===== config.mk =====
export PLATFORM = sky130hd
export DESIGN_NAME = chunk_tail
export DESIGN_NICKNAME = d
export VERILOG_FILES = /design/src/rtl/chunk_tail.sv
export SDC_FILE = /design/constraint.sdc
export NUM_CORES = 2
export LEC_CHECK = 0
export ABC_AREA = 1
export CAP_MARGIN = 20
export CORE_MARGIN = 2
export CORE_UTILIZATION = 60
export CTS_CLUSTER_DIAMETER = 200
export CTS_CLUSTER_SIZE = 30
export DETAILED_ROUTE_END_ITERATION = 12
export GPL_ROUTABILITY_DRIVEN = 0
export PLACE_DENSITY_LB_ADDON = 0.08
export SLEW_MARGIN = 20
export SYNTH_ARGS = -nofsm -noshare
export SYNTH_HDL_FRONTEND = slang
export SYNTH_SLANG_ARGS = --single-unit

===== constraint.sdc =====
create_clock -name i_clk -period 14.42 [get_ports i_clk]
set_input_delay 2.884 -clock i_clk [delete_from_list [all_inputs] [get_ports i_clk]]
set_output_delay 2.884 -clock i_clk [all_outputs]
set_load 0.01 [all_outputs]

===== src/rtl/chunk_tail.sv =====
// Receiving end of the chunk-head offset stream: checks id order and turns each
// DIM-dimensional offset into a flat address through a two-stage pipeline.
module chunk_tail #(
  parameter int WBW     = 16,
  parameter int DIM     = 4,
  parameter int N_ICFG  = 4,
  parameter int ABW     = 32,
  parameter int ICFG_BW = $clog2(N_ICFG + 1)
) (
  input  logic                               i_clk,
  input  logic                               i_rst,
  input  logic                               i_mofs_rdy,
  output logic                               i_mofs_ack,
  input  logic [DIM-1:0][WBW-1:0]            i_mofs,
  input  logic [ICFG_BW-1:0]                 i_id,
  input  logic [ICFG_BW-1:0]                 i_beg,
  input  logic [ICFG_BW-1:0]                 i_end,
  input  logic [N_ICFG-1:0][ABW-1:0]         i_base,
  input  logic [N_ICFG-1:0][DIM-1:0][ABW-1:0] i_pitch,
  output logic                               o_addr_rdy,
  input  logic                               o_addr_ack,
  output logic [ABW-1:0]                     o_addr,
  output logic [ICFG_BW-1:0]                 o_id,
  output logic                               o_last,
  output logic                               o_err
);

  localparam int IDX_BW = (N_ICFG > 1) ? $clog2(N_ICFG) : 1;
  localparam logic [ICFG_BW:0] ONE_X = 1;

  function automatic logic [ABW-1:0] mul_trunc(input logic [WBW-1:0] m,
                                               input logic [ABW-1:0] p);
    logic [ABW-1:0] mx;
    mx = ABW'(m);
    return mx * p;
  endfunction

  function automatic logic [ABW-1:0] add_wrap(input logic [ABW-1:0] base,
                                              input logic [DIM-1:0][ABW-1:0] prods);
    logic [ABW-1:0] acc;
    acc = base;
    for (int d = 0; d < DIM; d++) begin
      acc = acc + prods[d];
    end
    return acc;
  endfunction

  logic                      r_vld_p1;
  logic                      r_vld_p2;
  logic [DIM-1:0][ABW-1:0]   r_prod_p1;
  logic [ICFG_BW-1:0]        r_id_p1;
  logic [IDX_BW-1:0]         r_idx_p1;
  logic                      r_last_p1;
  logic [ABW-1:0]            r_addr_p2;
  logic [ICFG_BW-1:0]        r_id_p2;
  logic                      r_last_p2;
  logic                      r_err;
  logic                      r_sync;
  logic [ICFG_BW-1:0]        r_exp_id;

  logic                      w_adv_p1;
  logic                      w_ld_p1;
  logic                      w_acc;
  logic                      w_oor;
  logic [IDX_BW-1:0]         w_idx;
  logic [ICFG_BW:0]          w_id_x;
  logic                      w_last;
  logic [ICFG_BW-1:0]        w_exp;
  logic [DIM-1:0][ABW-1:0]   w_prod;

  assign w_adv_p1   = !r_vld_p2 || o_addr_ack;
  assign w_ld_p1    = !r_vld_p1 || w_adv_p1;
  assign w_acc      = i_mofs_rdy && w_ld_p1 && !i_rst;
  assign i_mofs_ack = w_acc;

  // Out-of-range ids borrow the last config's base/pitch and are flagged as errors.
  assign w_oor  = (i_id >= ICFG_BW'(N_ICFG));
  assign w_idx  = w_oor ? IDX_BW'(N_ICFG - 1) : i_id[IDX_BW-1:0];
  assign w_id_x = {1'b0, i_id} + ONE_X;
  assign w_last = (w_id_x == {1'b0, i_end});
  assign w_exp  = r_sync ? i_beg : r_exp_id;

  always_comb begin
    w_prod = '0;
    for (int d = 0; d < DIM; d++) begin
      w_prod[d] = mul_trunc(i_mofs[d], i_pitch[w_idx][d]);
    end
  end

  always_ff @(posedge i_clk) begin
    if (i_rst) begin
      r_vld_p1 <= 1'b0;
      r_vld_p2 <= 1'b0;
      r_err    <= 1'b0;
      r_sync   <= 1'b1;
      r_exp_id <= i_beg;
    end else begin
      if (w_ld_p1) r_vld_p1 <= w_acc;
      if (w_adv_p1) r_vld_p2 <= r_vld_p1;
      if (w_acc) begin
        if (i_id != w_exp || w_oor) r_err <= 1'b1;
        r_exp_id <= w_last ? i_beg : w_id_x[ICFG_BW-1:0];
        r_sync   <= 1'b0;
      end
    end
  end

  // Stage p1: per-dimension products, id and last flag
  always_ff @(posedge i_clk) begin
    if (w_acc) begin
      r_prod_p1 <= w_prod;
      r_id_p1   <= i_id;
      r_idx_p1  <= w_idx;
      r_last_p1 <= w_last;
    end
  end

  // Stage p2: base plus product sum, wrapping at the address width
  always_ff @(posedge i_clk) begin
    if (w_adv_p1 && r_vld_p1) begin
      r_addr_p2 <= add_wrap(i_base[r_idx_p1], r_prod_p1);
      r_id_p2   <= r_id_p1;
      r_last_p2 <= r_last_p1;
    end
  end

  assign o_addr_rdy = r_vld_p2;
  assign o_addr     = r_vld_p2 ? r_addr_p2 : '0;
  assign o_id       = r_vld_p2 ? r_id_p2 : '0;
  assign o_last     = r_vld_p2 && r_last_p2;
  assign o_err      = r_err;

endmodule


Yosys cells after proc, flatten, opt, wreduce, memory -nomap -nowiden. Cells that the tools add are included.

Output and inout bits: 39. Input bits: 717. Flip-flop bits (word level): 177.

Multipliers: 4. $add $sub $neg: 5. Multiplexer cells: 11. Reductions and logical operators: 12. Equality and inequality tests: 2. Order comparisons: 3.

Operators by type and width (count): $bmux W128 S2 (1); $add A32 B32 Y32 (4); $mul A16 B32 Y32 (4); $mux W128 (1); $bmux W32 S2 (1); $mux W32 (2); $mux W3 (5); $lt A2 B3 Y1 const B (2); $add A3 B1 Y4 const B (1); $eq A4 B3 Y1 (1); $logic_and A1 B1 Y1 (4); $ge A3 B3 Y1 const B (1); $logic_not A1 Y1 (3); $logic_or A1 B1 Y1 (3); $ne A3 B3 Y1 (1); $mux W2 (1); $reduce_and A2 Y1 (1); $reduce_bool A2 Y1 (1).

Depth between registers and ports, before layout.
Depth in word-level cells: 7. Depth in mapped cells: 38. Gate-level depth less buffers: 33.

Worst setup path before layout. No wires, ideal clock.

Path kind: input to output. Start: in o_addr_ack. End: out i_mofs_ack. Slack: 2709 ps. Arrival: 8827 ps. Stages on the path: 4. Data required time: 11536 ps. Cell sequence: inv_1 nand3_1 nand2_1 nor2_1.

Word-level cells in the longest chain between the ends: 4.

Ends and longest elaborated chain: from (decl) (line 21) `input logic o_addr_ack,`; $logic_or A1 B1 Y1 (line 71) `assign w_adv_p1 = !r_vld_p2 || o_addr_ack;`; $logic_or A1 B1 Y1 (line 72) `assign w_ld_p1 = !r_vld_p1 || w_adv_p1;`; $logic_and A1 B1 Y1 (2 in a row) (line 73) `assign w_acc = i_mofs_rdy && w_ld_p1 && !i_rst;`; to (decl) (line 13) `output logic i_mofs_ack,`.

Every way passes these cells.

==> flow_summary.toml <==
[timing]
drv_slew = 0
setup-tns-final_ps = 0
skew_ps = 17.04
hold_violations = 0
worst_slew_pin_slew_ps = 1305
fin_crit_ps = 12160
rsz0062_at_grt = "false"
fin_crit_sh_pct = 84.36
fmax_mhz = 82.21
finalSetupViolations = 0
slew_headroom_pct = 12.11

[routing]
wl_um = 236800
drt_first_iter_violations = 6832
dr_total_vias = 56220
antenna_left = 0
vias_per_cell = 5.885
drc = 0
wire_per_inst_um = 24.79
drtPass1Iterations = 9

[clock_tree]
postCtsSetupBuffers = 0
numClockSinks = 177
htreeDepth = 4
ctsHoldBuffers = 0
ctsRootBufferMaster = "clkbuf_16"
numCtsBuffers = 17
cts_tree = "built"
cts_resized = 0
clk_path_buf_depth = 2
insertion_delay_ps = 480
clk_pin_slew_ps = 70

[worst_setup_path]
ff2ff_path_depth = 15
critPathLaunchType = "input port"
cp-startpoint = "i_id[2]"
worstPathRequired_ps = 14710
end_kind = "register"
critPathKind = "input port to register"
worstPathMaxFanout = 61
crit_slowest_cell = "clkdlybuf4s50_1"
cp.arrival_ps = 12460
r2r-start = "r_idx_p1[0]"
regToRegSetupSlack_ps = 9380
endpoint = "r_prod_p1[93]"
cpMostUsedCell = "nand2_1"
worstReg2RegEnd = "r_addr_p2[29]"
critical_path.max_stage_delay_ps = 1220

[die]
core_area_um2 = 98710
die_height_um = 320.1
start_util_pct = 60.74
io_pins = 756
die_area_um2 = 102500
num_rows = 115
die_x_um = 320.1

[global_routing]
track_usage_pct = 47.01
grt_max_degree = 146
antenna_found_initial = 23
grt.overflow.total = 0
grt_first_pass_wirelength_um = 351400
grt_pass1_vias = 57090

[worst_hold_path]
worst_hold_path_type = "register to register"

[cells_and_area]
final_common_cell = "nand2_1"
nets = 10560
multi_input_area_um2 = 46960
area_growth_pct = 14.99
final_cell_mix = "nand2_1, inv_1, fa_1"
fillers = 8147
regArea_um2 = 5276
drive_above_1_share_pct = 1.345

[logic_synthesis]
ys_seq_area_share_pct = 8.798
ys_types = 55
synth_nets = 10020
avgSynthCellArea_um2 = 7.787
synthCells = 7699
synth_area_um2 = 59960
synth_seq_cells = 177
yosysWarnings = 0

[placed_design]
hpwl_um = 200200
port_buffers = 755

[run_status]
outcome = "completed"

[run]
maxCapViolCount = 0
-- worst min path at each step --
| stage | to | slack [ps] | from | cells past startpoint |
|---|---|---|---|---|
| final | r_id_p2[2] | 430 | r_id_p1[2] | 0 |
| after global routing | r_id_p2[0] | 440 | r_id_p1[0] | 0 |
| after CTS | r_id_p2[2] | 430 | r_id_p1[2] | 0 |
| after detailed placement | r_last_p2 | 410 | r_last_p1 | 0 |
| after global placement | r_last_p2 | 410 | r_last_p1 | 0 |
| after floorplan | r_id_p2[0] | 400 | r_id_p1[0] | 0 |
-- cell usage after synthesis, drive strengths merged --
cell        n  area [µm²]
o22ai      29       187.7
or2         6       37.54
o211ai     15       112.6
a21o       23       172.7
xor2      111       979.7
nand2    2096        7883
a31o        4       35.03
ha        294        3679
o2111ai     4       35.03
a31oi       8       50.05
clkinv     44       165.2
fa       1308       26190
o2111a      1       11.26
nand3     314        1572
mux2        1       11.26
nor2      760        2870
o21a        3       22.52
nand3b     32       240.2
buf        98       521.8
a211oi      7       52.55
a221oi      2       17.52
clkbuf    179       671.9
inv      1704        6396
o311ai      2       17.52
o21bai     11       82.58
o31ai       1       7.510
a21oi     176       880.8
o221ai      2       17.52
nand4      18       112.6
o211a       1       10.01
nor4       13       81.33
a21boi      2       15.01
dfxtp       4       80.08
a22oi       1       7.510
o2bb2ai     1       8.760
xnor2      59       516.8
edfxtp    173        5195
a32o        6       60.06
nor3       11       55.05
o21ai     175       898.4
-- final cells by class --
| type | instances | area share [%] |
|---|---|---|
| diodes | 11 | 0.03993 |
| clock buffers | 19 | 0.6425 |
| clock inverters | 13 | 0.1996 |
| inverters | 1748 | 9.525 |
| multi-input cells | 5497 | 68.11 |
| flip-flops and latches | 177 | 7.653 |
| well taps | 1287 | 2.336 |
| repair buffers | 800 | 11.49 |
-- per-layer routing --
layer	vias to the layer above	wire length [µm]	global-route usage, %
met5	-	135	0
met4	22	24530	37.57
met3	1013	34230	16.40
met2	4240	97970	68.11
met1	27210	79900	57.19
li1	23730	-	-
-- metrics by stage --
step	util (%)	worst slack (ps)	std cells	area [µm²]	hold slack, ps
floorplan	-	2709	7699	59960	400.3
global placement	69.20	2212	9508	68310	407.5
detailed placement	69.20	2260	9508	68310	412.1
CTS	69.79	2735	9540	68890	433.5
global route	69.84	2143	9549	68930	440.6
finish	69.84	2255	9552	68940	428.8
-- cells by family after synthesis --
family	synth area share, %
compound gates	4.508
xor+xnor	2.496
fa+ha+maj	49.81
buf+inv	12.93
flops	8.798
mux	0.01878
simple gates	21.43
-- flip-flops by register name (all words and copies together) (netlist names), 2 cells and up --
register   count
r_prod_p1    128
r_addr_p2     32
r_idx_p1       2
r_id_p1        3
r_id_p2        3
r_exp_id       3
-- critical path, delay by kind of cell --
family,cells,cell delay (ps)
buffers and inverters,7,2870
adders and majority gates,7,3380
and+or+nand+nor,14,3020
xor gates and xnor gates,1,220
Power is left out: the tool's default activity adds up to more than one toggle a clock period on the data nets, which glitch-free logic cannot reach.
